--- config.mk ---
export PLATFORM = sky130hd
export DESIGN_NAME = mbist_march_ctrl_flat
export DESIGN_NICKNAME = d
export VERILOG_FILES = /design/src/rtl/mbist_march_ctrl_pkg.sv /design/src/rtl/mbist_march_ctrl_if.sv /design/src/rtl/mbist_march_ctrl_cmp_pipe.sv /design/src/rtl/mbist_march_ctrl.sv /design/src/flat_wrapper.sv
export SDC_FILE = /design/constraint.sdc
export NUM_CORES = 1
export LEC_CHECK = 0
export ABC_AREA = 1
export ABC_CLOCK_PERIOD_IN_PS = 2000
export CAP_MARGIN = 20
export CORE_UTILIZATION = 45
export DETAILED_ROUTE_END_ITERATION = 6
export GPL_ROUTABILITY_DRIVEN = 0
export PLACE_DENSITY = 0.76
export SYNTH_ARGS = -nofsm -noshare
export SYNTH_HDL_FRONTEND = slang
export SYNTH_SLANG_ARGS = --single-unit
--- constraint.sdc ---
create_clock -name clk -period 2 [get_ports clk]
set_input_delay 0.3 -clock clk [delete_from_list [all_inputs] [get_ports clk]]
set_output_delay 0.3 -clock clk [all_outputs]
set_load 0.01 [all_outputs]
--- src/rtl/mbist_march_ctrl_pkg.sv ---
// Shared definitions for the March C- MBIST controller: state encoding,
// element tables and pipeline timing constants.
package mbist_march_ctrl_pkg;

  typedef enum logic [2:0] {
    ST_IDLE  = 3'd0,
    ST_PREP  = 3'd1,
    ST_RUN   = 3'd2,
    ST_DRAIN = 3'd3,
    ST_DONE  = 3'd4
  } state_t;

  localparam int ELEM_CNT     = 6;
  localparam int RD_LATENCY   = 2;
  localparam int WDATA_LEAD   = 1;
  localparam int DRAIN_CYCLES = RD_LATENCY;

  // Element tables, bit i = element Mi. Bits 7:6 are padding so a 3-bit
  // element index never selects out of range.
  //   M0 up(w0) M1 up(r0,w1) M2 up(r1,w0) M3 dn(r0,w1) M4 dn(r1,w0) M5 up(r0)
  localparam logic [7:0] ELEM_DOWN   = 8'b0001_1000;
  localparam logic [7:0] ELEM_TWO_OP = 8'b0001_1110;
  localparam logic [7:0] OP0_WRITE   = 8'b0000_0001;
  localparam logic [7:0] OP0_VAL     = 8'b0001_0100;
  localparam logic [7:0] OP1_VAL     = 8'b0000_1010;
  localparam logic [2:0] LAST_ELEM   = 3'(ELEM_CNT - 1);

endpackage

--- src/rtl/mbist_march_ctrl_if.sv ---
// Memory-side bus of the MBIST controller. The controller is the master;
// the memory under test (or its wrapper) is the slave.
interface mbist_march_ctrl_if #(
  parameter int DATA_WIDTH = 8,
  parameter int ADDR_WIDTH = 4
);
  logic                  write_read;
  logic [ADDR_WIDTH-1:0] address;
  logic [DATA_WIDTH-1:0] wdata;
  logic [DATA_WIDTH-1:0] rdata;

  modport master (output write_read, output address, output wdata, input rdata);
  modport slave  (input write_read, input address, input wdata, output rdata);
endinterface

--- src/rtl/mbist_march_ctrl_cmp_pipe.sv ---
// mbist_cmp_pipe: carries expected data and read-valid alongside the memory
// read latency, compares the returning word and keeps the pass flag.
// With MBIST_DIAG_EN defined it also records the first miscompare.
module mbist_cmp_pipe
  import mbist_march_ctrl_pkg::*;
#(
  parameter int DATA_WIDTH = 8,
  parameter int ADDR_WIDTH = 4
) (
  input  logic                  clk,
  input  logic                  rst_n,
  input  logic                  clr,
  input  logic                  rd_valid,
  input  logic [DATA_WIDTH-1:0] exp_data,
  input  logic [DATA_WIDTH-1:0] rdata,
`ifdef MBIST_DIAG_EN
  input  logic [ADDR_WIDTH-1:0] rd_addr,
  input  logic [2:0]            rd_elem,
  output logic [ADDR_WIDTH-1:0] fail_addr,
  output logic [2:0]            fail_elem,
  output logic [DATA_WIDTH-1:0] fail_data,
`endif
  output logic                  pass
);

  logic [RD_LATENCY-1:0] vld_p;
  logic [DATA_WIDTH-1:0] exp_p [RD_LATENCY];
  logic                  miscmp;

  assign miscmp = vld_p[RD_LATENCY-1] && (rdata != exp_p[RD_LATENCY-1]);

  // Delay the read tag by the memory read latency.
  always_ff @(posedge clk or negedge rst_n) begin
    if (!rst_n) begin
      vld_p <= '0;
      for (int i = 0; i < RD_LATENCY; i++) exp_p[i] <= '0;
    end else if (clr) begin
      vld_p <= '0;
    end else begin
      vld_p    <= {vld_p[RD_LATENCY-2:0], rd_valid};
      exp_p[0] <= exp_data;
      for (int i = 1; i < RD_LATENCY; i++) exp_p[i] <= exp_p[i-1];
    end
  end

  // Pass is sticky-low once any compare fails; restart re-arms it.
  always_ff @(posedge clk or negedge rst_n) begin
    if (!rst_n)      pass <= 1'b0;
    else if (clr)    pass <= 1'b1;
    else if (miscmp) pass <= 1'b0;
  end

`ifdef MBIST_DIAG_EN
  logic [ADDR_WIDTH-1:0] addr_p [RD_LATENCY];
  logic [2:0]            elem_p [RD_LATENCY];
  logic                  fail_seen;

  // Address/element tags travel with the expected data.
  always_ff @(posedge clk or negedge rst_n) begin
    if (!rst_n) begin
      for (int i = 0; i < RD_LATENCY; i++) begin
        addr_p[i] <= '0;
        elem_p[i] <= '0;
      end
    end else begin
      addr_p[0] <= rd_addr;
      elem_p[0] <= rd_elem;
      for (int i = 1; i < RD_LATENCY; i++) begin
        addr_p[i] <= addr_p[i-1];
        elem_p[i] <= elem_p[i-1];
      end
    end
  end

  // Capture only the first miscompare of a run.
  always_ff @(posedge clk or negedge rst_n) begin
    if (!rst_n) begin
      fail_seen <= 1'b0;
      fail_addr <= '0;
      fail_elem <= '0;
      fail_data <= '0;
    end else if (clr) begin
      fail_seen <= 1'b0;
      fail_addr <= '0;
      fail_elem <= '0;
      fail_data <= '0;
    end else if (miscmp && !fail_seen) begin
      fail_seen <= 1'b1;
      fail_addr <= addr_p[RD_LATENCY-1];
      fail_elem <= elem_p[RD_LATENCY-1];
      fail_data <= rdata;
    end
  end
`endif

endmodule

--- src/rtl/mbist_march_ctrl.sv ---
// mbist_march_ctrl: March C- memory BIST sequencer (backgrounds 0 and 1).
// Optional diagnostics (first-fail address/element/data) with MBIST_DIAG_EN.
//
// state | meaning
// IDLE  | waiting for start, bus read-only
// PREP  | one-cycle lead so wdata for the first write is already on the bus
// RUN   | one memory operation per cycle, 10N total
// DRAIN | wait out the read latency of the final reads
// DONE  | result valid, waiting for restart
module mbist_march_ctrl
  import mbist_march_ctrl_pkg::*;
#(
  parameter int DATA_WIDTH = 8,
  parameter int ADDR_WIDTH = 4,
  parameter int CAPACITY   = 15
) (
  input  logic                  clk,
  input  logic                  rst_n,
  input  logic                  start,
  mbist_march_ctrl_if.master    mem,
  output logic                  busy,
  output logic                  done,
  output logic                  pass,
  output logic [ADDR_WIDTH-1:0] fail_addr,
  output logic [2:0]            fail_elem,
  output logic [DATA_WIDTH-1:0] fail_data
);

  localparam logic [ADDR_WIDTH-1:0] ADDR_TOP = ADDR_WIDTH'(CAPACITY);

  state_t                state;
  logic                  wr_q;
  logic [ADDR_WIDTH-1:0] addr_q;
  logic [DATA_WIDTH-1:0] wdata_q;
  logic                  cur_rd;
  logic                  cur_val;
  logic                  cur_last;
  logic                  drain_cnt;
`ifdef MBIST_DIAG_EN
  logic [2:0]            cur_elem;
`endif

  // Cursor pointing at the operation to be issued in the next cycle.
  logic [2:0]            nxt_elem;
  logic [ADDR_WIDTH-1:0] nxt_addr;
  logic                  nxt_ph;
  logic                  nxt_wr;
  logic                  nxt_val;
  logic                  nxt_last;
  logic                  nxt_elem_end;

  logic [2:0]            adv_elem;
  logic [ADDR_WIDTH-1:0] adv_addr;
  logic                  adv_ph;
  logic                  adv_val;
  logic                  cmp_clr;

  assign mem.write_read = wr_q;
  assign mem.address    = addr_q;
  assign mem.wdata      = wdata_q;

  assign nxt_wr       = nxt_ph | OP0_WRITE[nxt_elem];
  assign nxt_val      = nxt_ph ? OP1_VAL[nxt_elem] : OP0_VAL[nxt_elem];
  assign nxt_elem_end = ELEM_DOWN[nxt_elem] ? (nxt_addr == '0) : (nxt_addr == ADDR_TOP);
  assign nxt_last     = (nxt_elem == LAST_ELEM) && (nxt_addr == ADDR_TOP);
  assign adv_val      = adv_ph ? OP1_VAL[adv_elem] : OP0_VAL[adv_elem];
  assign cmp_clr      = start && (state == ST_IDLE || state == ST_DONE);

  // Step the cursor: second op of the element, next address, or next element.
  always_comb begin
    adv_elem = nxt_elem;
    adv_addr = nxt_addr;
    adv_ph   = 1'b0;
    if (!nxt_ph && ELEM_TWO_OP[nxt_elem]) begin
      adv_ph = 1'b1;
    end else if (nxt_elem_end) begin
      adv_elem = nxt_elem + 3'd1;
      adv_addr = ELEM_DOWN[adv_elem] ? ADDR_TOP : '0;
    end else if (ELEM_DOWN[nxt_elem]) begin
      adv_addr = nxt_addr - ADDR_WIDTH'(1);
    end else begin
      adv_addr = nxt_addr + ADDR_WIDTH'(1);
    end
  end

  // Main sequencer with registered bus and status outputs.
  always_ff @(posedge clk or negedge rst_n) begin
    if (!rst_n) begin
      state     <= ST_IDLE;
      wr_q      <= 1'b0;
      addr_q    <= '0;
      wdata_q   <= '0;
      busy      <= 1'b0;
      done      <= 1'b0;
      cur_rd    <= 1'b0;
      cur_val   <= 1'b0;
      cur_last  <= 1'b0;
      drain_cnt <= 1'b0;
      nxt_elem  <= '0;
      nxt_addr  <= '0;
      nxt_ph    <= 1'b0;
`ifdef MBIST_DIAG_EN
      cur_elem  <= '0;
`endif
    end else begin
      case (state)
        ST_IDLE, ST_DONE: begin
          wr_q    <= 1'b0;
          addr_q  <= '0;
          wdata_q <= '0;
          cur_rd  <= 1'b0;
          if (start) begin
            state    <= ST_PREP;
            busy     <= 1'b1;
            done     <= 1'b0;
            nxt_elem <= '0;
            nxt_addr <= '0;
            nxt_ph   <= 1'b0;
            cur_last <= 1'b0;
            wdata_q  <= {DATA_WIDTH{OP0_VAL[0]}};
          end
        end
        ST_PREP, ST_RUN: begin
          if (state == ST_RUN && cur_last) begin
            state     <= ST_DRAIN;
            wr_q      <= 1'b0;
            addr_q    <= '0;
            wdata_q   <= '0;
            cur_rd    <= 1'b0;
            drain_cnt <= 1'b0;
          end else begin
            state    <= ST_RUN;
            wr_q     <= nxt_wr;
            addr_q   <= nxt_addr;
            cur_rd   <= !nxt_wr;
            cur_val  <= nxt_val;
            cur_last <= nxt_last;
`ifdef MBIST_DIAG_EN
            cur_elem <= nxt_elem;
`endif
            nxt_elem <= adv_elem;
            nxt_addr <= adv_addr;
            nxt_ph   <= adv_ph;
            // Memory registers wdata, so present the following op's data now.
            wdata_q  <= {DATA_WIDTH{adv_val}};
          end
        end
        ST_DRAIN: begin
          if (drain_cnt == 1'(DRAIN_CYCLES - 1)) begin
            state <= ST_DONE;
            busy  <= 1'b0;
            done  <= 1'b1;
          end else begin
            drain_cnt <= drain_cnt + 1'b1;
          end
        end
        default: begin
          state <= ST_IDLE;
          busy  <= 1'b0;
          done  <= 1'b0;
          wr_q  <= 1'b0;
        end
      endcase
    end
  end

  mbist_cmp_pipe #(
    .DATA_WIDTH (DATA_WIDTH),
    .ADDR_WIDTH (ADDR_WIDTH)
  ) u_cmp (
    .clk       (clk),
    .rst_n     (rst_n),
    .clr       (cmp_clr),
    .rd_valid  (cur_rd),
    .exp_data  ({DATA_WIDTH{cur_val}}),
    .rdata     (mem.rdata),
`ifdef MBIST_DIAG_EN
    .rd_addr   (addr_q),
    .rd_elem   (cur_elem),
    .fail_addr (fail_addr),
    .fail_elem (fail_elem),
    .fail_data (fail_data),
`endif
    .pass      (pass)
  );

`ifndef MBIST_DIAG_EN
  assign fail_addr = '0;
  assign fail_elem = '0;
  assign fail_data = '0;
`endif

endmodule

--- src/flat_wrapper.sv ---
// flat-port wrapper written by rule: the top's interface ports become plain ports
module mbist_march_ctrl_flat import mbist_march_ctrl_pkg::*;
#(
  parameter int DATA_WIDTH = 8,
  parameter int ADDR_WIDTH = 4,
  parameter int CAPACITY   = 15
)
  (clk, rst_n, start, busy, done, pass, fail_addr, fail_elem, fail_data, mem_write_read, mem_address, mem_wdata, mem_rdata);
  mbist_march_ctrl_if #(.DATA_WIDTH(DATA_WIDTH), .ADDR_WIDTH(ADDR_WIDTH)) mem_i ();
  input  logic clk;
  input  logic rst_n;
  input  logic start;
  output logic busy;
  output logic done;
  output logic pass;
  output logic [ADDR_WIDTH-1:0] fail_addr;
  output logic [2:0] fail_elem;
  output logic [DATA_WIDTH-1:0] fail_data;
  output wire logic [$bits(mem_i.write_read)-1:0] mem_write_read;
  output wire logic [$bits(mem_i.address)-1:0] mem_address;
  output wire logic [$bits(mem_i.wdata)-1:0] mem_wdata;
  input wire logic [$bits(mem_i.rdata)-1:0] mem_rdata;
  assign mem_write_read = mem_i.write_read;
  assign mem_address = mem_i.address;
  assign mem_wdata = mem_i.wdata;
  assign mem_i.rdata = mem_rdata;
  mbist_march_ctrl #(.DATA_WIDTH(DATA_WIDTH), .ADDR_WIDTH(ADDR_WIDTH), .CAPACITY(CAPACITY)) u_core (.clk(clk), .rst_n(rst_n), .start(start), .mem(mem_i), .busy(busy), .done(done), .pass(pass), .fail_addr(fail_addr), .fail_elem(fail_elem), .fail_data(fail_data));
endmodule
==> impl_table.tex, run 1 <==
\begin{tabular}{lr}
\hline
Metric & Value \\
\hline
\multicolumn{2}{l}{\textbf{Synth}} \\
\quad Post-synthesis sequential area ratio & 0.376 \\
\quad Cell types occupying the most area after synthesis & sky130\_fd\_sc\_hd\_\_dfrtp\_1 38\%, sky130\_fd\_sc\_hd\_\_nand2\_1 11\%, sky130\_fd\_sc\_hd\_\_buf\_4 8.9\% \\
\quad Number of instances in the synthesized netlist & 228 \\
\quad Average footprint of a synthesized cell & 8.18 um2 \\
\quad Number of register bits inferred by synthesis & 28 \\
\quad Share of Yosys cell area claimed by the top area cell type & 0.376 \\
\quad Synth area leader & sky130\_fd\_sc\_hd\_\_dfrtp\_1 \\
\quad Library cells used by synthesis & 32 \\
\quad Synth warnings & 0 \\
\quad Total standard cell area after synthesis & 1860 um2 \\
\multicolumn{2}{l}{\textbf{Setup path}} \\
\quad Setup crit start kind & flop \\
\quad WP data required & 2.20 ns \\
\quad Crit end category & flop \\
\quad Largest fanout on the critical path & 8 \\
\quad Category of the critical setup timing path & reg -> reg \\
\quad Critical path arrival & 2.08 ns \\
\multicolumn{2}{l}{\textbf{Pwr}} \\
\quad Gate power share & 0.599 \\
\quad Net load switching power & 1460 uW \\
\quad Clock network fraction of total power & 0.109 \\
\quad Pwr/cell area & 1450 nW/um2 \\
\quad Sw Ratio & 0.459 \\
\quad Internal cell power & 1720 uW \\
\quad Worst vdd ir & 0.536 mV \\
\quad Sequential fraction of design power & 0.292 \\
\quad Leakage power of the design & 0.00109 uW \\
\multicolumn{2}{l}{\textbf{STA}} \\
\quad Count of final setup violators & 0 \\
\quad Final-report hold violation count & 0 \\
\quad Clock Skew & 0.00296 ns \\
\quad Maximum clock frequency & 531 MHz \\
\quad Shortest clock period the worst path allows after layout & 1.88 ns \\
\quad Number of slew-limit violations in the final report & 0 \\
\quad Unrepaired setup endpoints after global routing & false \\
\quad Final worst path period share & 0.942 \\
\quad Final TNS setup & 0 ns \\
\multicolumn{2}{l}{\textbf{CTS}} \\
\quad Inserted Clock Buffers & 3 \\
\quad Clock Root Buffer & sky130\_fd\_sc\_hd\_\_clkbuf\_8 \\
\quad Clock edge transition at the registers on the reported setup and hold paths & 0.09 ns \\
\quad Clock tree from TritonCTS & done \\
\quad Clock Latency Late Sink & 0.27 ns \\
\quad Sink count of the clock tree & 28 \\
\quad Deepest level of the CTS H-tree & 1 \\
\quad Buffer depth of the longest clock path & 2 \\
\multicolumn{2}{l}{\textbf{Final layout}} \\
\quad Share of post-route cells with drive strength above 1 & 0.163 \\
\quad Fill cell count & 364 \\
\quad Total inserted antenna cells & 0 \\
\quad Final core utilization & 0.549 \\
\quad Most common library cell in the layout ignoring fill and taps & sky130\_fd\_sc\_hd\_\_nand2\_1 \\
\quad Nets & 278 \\
\quad Commonest non-fill, non-tap cells in the layout & 54 x sky130\_fd\_sc\_hd\_\_nand2\_1, 28 x sky130\_fd\_sc\_hd\_\_dfrtp\_1, 26 x sky130\_fd\_sc\_hd\_\_clkdlybuf4s50\_1, 25 x sky130\_fd\_sc\_hd\_\_inv\_1, 15 x sky130\_fd\_sc\_hd\_\_conb\_1 \\
\quad Area grow syn2layout & 17.8\% \\
\multicolumn{2}{l}{\textbf{Outcome}} \\
\quad Outcome & complete, no violations \\
\multicolumn{2}{l}{\textbf{Detailed routing}} \\
\quad Count of vias placed by the detailed router & 1464 \\
\quad Violation count after the first detailed-route iteration & 82 \\
\quad Via/cell ratio & 4.77 \\
\quad DRC violations left & 0 \\
\quad Wire length per cell after detailed routing & 11.4 um \\
\quad Drt first pass iters & 5 \\
\quad Post-DRT Antenna Nets & 0 \\
\quad Routed Wire Length & 3510 um \\
\multicolumn{2}{l}{\textbf{Global routing}} \\
\quad Via count of the first global-routing pass & 1383 \\
\quad Antenna violations before repair & 0 \\
\quad Global-route wire length before repair & 6010 um \\
\quad GR Util All Layers & 0.178 \\
\quad Total gr overflow & 0 \\
\quad Maximum number of pins on one net before global-route repair & 29 \\
\multicolumn{2}{l}{\textbf{Placement}} \\
\quad Buffers on Ports & 26 \\
\quad Final HPWL DP & 2700 um \\
\multicolumn{2}{l}{\textbf{Die}} \\
\quad Die W & 66.4 um \\
\quad Starting Density & 0.466 \\
\quad Core region area & 4000 um2 \\
\quad Core Rows & 23 \\
\quad Number of placed I/O pins & 42 \\
\quad Total die area & 4400 um2 \\
\quad Die Height & 66.4 um \\
\multicolumn{2}{l}{\textbf{Hold path}} \\
\quad Hold crit path type & in -> async \\
\multicolumn{2}{l}{\textbf{Run}} \\
\quad Reported max-cap violation count & 0 \\
\hline
\end{tabular}
-- repair_timing --
action	in CTS	in global routing
gates resized for setup	0	8
setup endpoints to repair	0	5
hold endpoints to repair	0	0
hold buffers	0	0
setup buffers	0	2
-- cells in the mapped netlist --
master and number:
sky130_fd_sc_hd__o31ai_1 1, sky130_fd_sc_hd__nand2_1 55, sky130_fd_sc_hd__buf_4 22, sky130_fd_sc_hd__inv_2 4, sky130_fd_sc_hd__inv_1 25, sky130_fd_sc_hd__nand3_2 1
sky130_fd_sc_hd__o21ai_1 4, sky130_fd_sc_hd__dfrtp_1 28, sky130_fd_sc_hd__nand4_1 7, sky130_fd_sc_hd__inv_8 1, sky130_fd_sc_hd__xor2_1 1, sky130_fd_sc_hd__o311ai_0 1
sky130_fd_sc_hd__o21ai_0 14, sky130_fd_sc_hd__a21oi_1 7, sky130_fd_sc_hd__nor3_2 1, sky130_fd_sc_hd__nand2_4 6, sky130_fd_sc_hd__nor2_2 2, sky130_fd_sc_hd__nand3_1 6
sky130_fd_sc_hd__nor3_1 3, sky130_fd_sc_hd__buf_6 1, sky130_fd_sc_hd__or2_1 1, sky130_fd_sc_hd__nor2_4 3, sky130_fd_sc_hd__xor2_2 1, sky130_fd_sc_hd__ha_1 8
sky130_fd_sc_hd__xnor2_1 1, sky130_fd_sc_hd__nand2_2 5, sky130_fd_sc_hd__nand3_4 2, sky130_fd_sc_hd__fa_1 1, sky130_fd_sc_hd__a31oi_1 1, sky130_fd_sc_hd__nor2_1 11
sky130_fd_sc_hd__o22ai_1 3, sky130_fd_sc_hd__conb_1 1
-- critical path, stage by stage (launching register included) --
cell,delay [ns]
sky130_fd_sc_hd__dfrtp_1,0.43
sky130_fd_sc_hd__inv_1,0.10
sky130_fd_sc_hd__buf_4,0.14
sky130_fd_sc_hd__ha_2,0.20
sky130_fd_sc_hd__inv_1,0.06
sky130_fd_sc_hd__nand2_1,0.09
sky130_fd_sc_hd__nand3_4,0.13
sky130_fd_sc_hd__or2_1,0.26
sky130_fd_sc_hd__nand2_2,0.11
sky130_fd_sc_hd__inv_1,0.11
sky130_fd_sc_hd__o21ai_1,0.16
-- stage by stage --
step / power [uW] / instance area (um2) / hold WS [ns] / worst slack, ns / std cells
after floorplan: 2260 / 1920 / 0.00441 / 0.0613 / 242
after global placement: 2720 / 2110 / 0.454 / 0.152 / 301
after detailed placement: 2780 / 2110 / 0.459 / 0.0480 / 301
after CTS: 3120 / 2160 / 0.410 / 0.0290 / 305
after global routing: 3480 / 2200 / 0.420 / 0.00542 / 307
final: 3180 / 2200 / 0.394 / 0.115 / 307
-- cell families after synthesis --
group	count (synthesis)	share of synthesized area
other	1	0.00201
XOR/XNOR	3	0.0181
AO/OA/AOI/OAI	31	0.0893
AND/OR/NAND/NOR	103	0.291
flip-flops	28	0.376
adder cells (fa/ha/maj)	9	0.0644
buffers and inverters	53	0.159
-- power by group through the flow --
stage               Sequential (uW)  Combinational [uW]  Clock [uW]
floorplan                       942                1310           0
global placement                931                1790           0
detailed placement              939                1840           0
CTS                             930                1840         349
global route                    954                2160         374
finish                          928                1910         345
-- layout make-up --
class / count / area (um2) / share of cell area
multi-input cells: 161 / 937 / 0.427
clock buffers: 4 / 55.1 / 0.0251
inverters: 30 / 120 / 0.0547
well taps: 50 / 62.6 / 0.0285
repair buffers: 34 / 320 / 0.146
flip-flops and latches: 28 / 701 / 0.319
-- flip-flops by register name, indices dropped and copies added (netlist names), 2 cells and up --
name	count
u_core.mem.address	4
u_core.nxt_addr	4
u_core.nxt_elem	3
u_core.state	3
u_core.u_cmp.exp_p	2
u_core.u_cmp.vld_p	2
-- routing by layer --
layer,track usage,part of all wire
met1,0.237,0.48
met2,0.284,0.46
met3,0.0224,0.040
met4,0.0824,0.022
met5,0,0
-- final timing paths --
| check | from | endpoint | slack [ns] | depth (start not counted) |
|---|---|---|---|---|
| worst max-delay path | u_core.nxt_elem[1] | u_core.nxt_addr[2] | 0.12 | 10 |
| worst min-delay path | rst_n | u_core.nxt_addr[1] | 0.39 | 2 |
| worst max register to register | u_core.nxt_elem[1] | u_core.nxt_addr[2] | 0.12 | 10 |
| worst min register to register | u_core.u_cmp.vld_p[0] | u_core.u_cmp.vld_p[1] | 0.47 | 2 |
| max in group asynchronous | rst_n | u_core.mem.write_read | 1.33 | 2 |
| min in group clk | u_core.u_cmp.vld_p[0] | u_core.u_cmp.vld_p[1] | 0.47 | 2 |
(Power assumes the default switching activity.)
==> run 2: changes to the inputs <==
--- a/config.mk
+++ b/config.mk
@@ -6,12 +6,11 @@
 export NUM_CORES = 1
 export LEC_CHECK = 0
 export ABC_AREA = 1
-export ABC_CLOCK_PERIOD_IN_PS = 2000
 export CAP_MARGIN = 20
 export CORE_UTILIZATION = 45
 export DETAILED_ROUTE_END_ITERATION = 6
 export GPL_ROUTABILITY_DRIVEN = 0
-export PLACE_DENSITY = 0.76
+export PLACE_DENSITY = 0.74
 export SYNTH_ARGS = -nofsm -noshare
 export SYNTH_HDL_FRONTEND = slang
 export SYNTH_SLANG_ARGS = --single-unit
==> run 2 against run 1 <==
  * Sequential cell count stayed put
  * Routed wire length is 1.3% lower
  * Via count is 0.34% lower
==> impl_table.tex, run 2 (synthesis gave the netlist of run 1 again) <==
\begin{tabular}{lr}
\hline
Metric & Value \\
\hline
\multicolumn{2}{l}{\textbf{Detailed routing}} \\
\quad DRC violations left & 0 (unchanged) \\
\quad Violation count after the first detailed-route iteration & 69 (-16\%) \\
\quad Routed Wire Length & 3470 um (-1.3\%) \\
\quad Wire length per cell after detailed routing & 11.4 um (-0.69\%) \\
\quad Post-DRT Antenna Nets & 0 (unchanged) \\
\quad Count of vias placed by the detailed router & 1459 (-0.34\%) \\
\quad Via/cell ratio & 4.78 (+0.31\%) \\
\quad Drt first pass iters & 4 (-1) \\
\multicolumn{2}{l}{\textbf{Final layout}} \\
\quad Fill cell count & 405 (+11\%) \\
\quad Commonest non-fill, non-tap cells in the layout & 55 x sky130\_fd\_sc\_hd\_\_nand2\_1, 27 x sky130\_fd\_sc\_hd\_\_dfrtp\_1, 26 x sky130\_fd\_sc\_hd\_\_clkdlybuf4s50\_1, 24 x sky130\_fd\_sc\_hd\_\_inv\_1, 15 x sky130\_fd\_sc\_hd\_\_conb\_1 \\
\quad Final cell count without fillers & 305 (-0.65\%) \\
\quad Area grow syn2layout & 17.3\% \\
\quad Most common library cell in the layout ignoring fill and taps & sky130\_fd\_sc\_hd\_\_nand2\_1 \\
\quad Area occupied by multi-input gates & 948 um2 (+1.2\%) \\
\quad Final cell area excluding filler cells & 2190 um2 (-0.40\%) \\
\quad Share of post-route cells with drive strength above 1 & 0.169 (+0.00520) \\
\quad Register area & 702 um2 (+0.18\%) \\
\quad Final core utilization & 0.547 (-0.00219) \\
\quad Nets & 277 (-0.36\%) \\
\quad Total inserted antenna cells & 0 (unchanged) \\
\multicolumn{2}{l}{\textbf{Setup path}} \\
\quad Critical path arrival & 2.01 ns (-0.07 ns) \\
\quad Setup crit start kind & flop \\
\quad Category of the critical setup timing path & reg -> reg \\
\quad Crit end category & flop \\
\quad Delay of the slowest cell on the worst path & 0.44 ns (about the same) \\
\quad Worst-path cell with the longest stage delay & sky130\_fd\_sc\_hd\_\_dfrtp\_2 \\
\quad WP data required & 2.16 ns (-0.04 ns) \\
\quad Cell-by-cell listing of the critical path & inv\_1 -> ha\_2 -> nor2\_4 -> nor2\_4 -> ha\_4 -> a21oi\_1 -> o21ai\_0 -> xnor2\_1 -> nand2\_1 -> nand2\_1 -> o21ai\_1 \\
\quad CP top delay family & adder cells \\
\quad Largest fanout on the critical path & 5 (-3) \\
\quad Count of buffer and inverter cells on the critical path & 1 (-3) \\
\multicolumn{2}{l}{\textbf{Hold path}} \\
\quad Hold crit path type & in -> async \\
\multicolumn{2}{l}{\textbf{STA}} \\
\quad Shortest clock period the worst path allows after layout & 1.85 ns (-0.0343 ns) \\
\quad Unrepaired setup endpoints after global routing & false \\
\quad Number of slew-limit violations in the final report & 0 (unchanged) \\
\quad Count of final setup violators & 0 (unchanged) \\
\quad Final worst path period share & 0.925 (-0.0172) \\
\quad Clock Skew & 0.00276 ns (-0.000202 ns) \\
\quad Maximum clock frequency & 540 MHz (+1.9\%) \\
\quad Final-report hold violation count & 0 (unchanged) \\
\quad Final TNS setup & 0 ns (unchanged) \\
\multicolumn{2}{l}{\textbf{Pwr}} \\
\quad Pwr/cell area & 1440 nW/um2 (-0.81\%) \\
\quad Leakage power of the design & 0.00107 uW (-1.8\%) \\
\quad Worst vdd ir & 0.509 mV (-5.1\%) \\
\multicolumn{2}{l}{\textbf{CTS}} \\
\quad Clock Latency Late Sink & 0.27 ns (about the same) \\
\quad Number of instances resized during post-cts repair & 0 (unchanged) \\
\quad Clock Root Buffer & sky130\_fd\_sc\_hd\_\_clkbuf\_8 \\
\quad Sink count of the clock tree & 28 (unchanged) \\
\quad Clock edge transition at the registers on the reported setup and hold paths & 0.09 ns (about the same) \\
\quad Deepest level of the CTS H-tree & 1 (unchanged) \\
\quad Clock tree from TritonCTS & done \\
\quad Hold Buf Count CTS & 0 (unchanged) \\
\quad Buffer depth of the longest clock path & 2 (unchanged) \\
\quad Inserted Clock Buffers & 3 (unchanged) \\
\quad Post CTS Setup Buffer Count & 0 (unchanged) \\
\multicolumn{2}{l}{\textbf{Die}} \\
\quad Core Rows & 23 (unchanged) \\
\quad Number of placed I/O pins & 42 (unchanged) \\
\quad Starting Density & 0.466 (unchanged) \\
\quad Die W & 66.4 um (unchanged) \\
\quad Total die area & 4400 um2 (unchanged) \\
\quad Die Height & 66.4 um (unchanged) \\
\quad Core region area & 4000 um2 (unchanged) \\
\multicolumn{2}{l}{\textbf{Global routing}} \\
\quad Global-route wire length before repair & 5880 um (-2.2\%) \\
\quad Antenna violations before repair & 0 (unchanged) \\
\quad Maximum number of pins on one net before global-route repair & 29 (unchanged) \\
\quad Via count of the first global-routing pass & 1325 (-4.2\%) \\
\quad Total gr overflow & 0 (unchanged) \\
\quad GR Util All Layers & 0.175 (-0.00323) \\
\multicolumn{2}{l}{\textbf{Placement}} \\
\quad Placed instance area & 2120 um2 (+0.36\%) \\
\quad Buffers on Ports & 26 (unchanged) \\
\quad Final HPWL DP & 2690 um (-0.57\%) \\
\quad Number of cells in the design after placement & 302 (+0.33\%) \\
\multicolumn{2}{l}{\textbf{Run}} \\
\quad Reported max-cap violation count & 0 (unchanged) \\
\multicolumn{2}{l}{\textbf{Outcome}} \\
\quad Outcome & complete, no violations \\
\hline
\end{tabular}
## run 2: worst paths after layout
path / endpoint / cells after the start / slack (ns) / from
min in group clk: u_core.drain_cnt / 2 / 0.48 / u_core.drain_cnt
hold reg to reg: u_core.drain_cnt / 2 / 0.48 / u_core.drain_cnt
hold / removal: u_core.nxt_addr[1] / 2 / 0.40 / rst_n
setup / recovery: u_core.nxt_addr[3] / 11 / 0.15 / u_core.nxt_elem[1]
setup reg to reg: u_core.nxt_addr[3] / 11 / 0.15 / u_core.nxt_elem[1]
max in group asynchronous: u_core.nxt_elem[1] / 2 / 1.31 / rst_n
## run 2: worst register-to-register path, delay by kind of cell, from the launching register on
family | cells | cell delay [ns]
XOR/XNOR | 1 | 0.17
AND/OR/NAND/NOR | 4 | 0.32
adder cells (fa/ha/maj) | 2 | 0.45
flip-flops | 1 | 0.44
AO/OA/AOI/OAI | 3 | 0.27
buffers and inverters | 1 | 0.08
## run 2: where the power goes
part	internal, uW	total [uW]	switching (uW)
clock network	135	298	163
logic	771	1910	1140
registers	778	928	150
## run 2: final cells by class
type | count | share of cell area
clock buffers | 3 | 0.0189
inverters | 30 | 0.0549
multi-input cells | 161 | 0.434
flip-flops and latches | 28 | 0.321
well taps | 50 | 0.0286
repair buffers | 33 | 0.143
## run 2: metrics by stage
step           setup WS (ns)  hold slack (ns)  total power, uW
6_report               0.149            0.402             3140
5_1_grt              0.00851            0.443             3440
4_1_cts               0.0513            0.417             3080
3_5_place_dp          0.0733            0.460             2780
3_3_place_gp           0.154            0.453             2740
2_1_floorplan         0.0613          0.00441             2260
## run 2: routing by layer
layer  GRT usage  wire length (um)
met1       0.233              1670
met2       0.279              1570
met3      0.0207               150
met4      0.0824                76
met5           0                 0
==> run 3: changes to the inputs <==
--- a/config.mk
+++ b/config.mk
@@ -8,6 +8,7 @@
 export ABC_AREA = 1
 export CAP_MARGIN = 20
 export CORE_UTILIZATION = 45
+export CTS_CLUSTER_SIZE = 12
 export DETAILED_ROUTE_END_ITERATION = 6
 export GPL_ROUTABILITY_DRIVEN = 0
 export PLACE_DENSITY = 0.74
==> results of run 3 <==
Same layout as run 2: the final DEF is identical, and so are final timing and power.
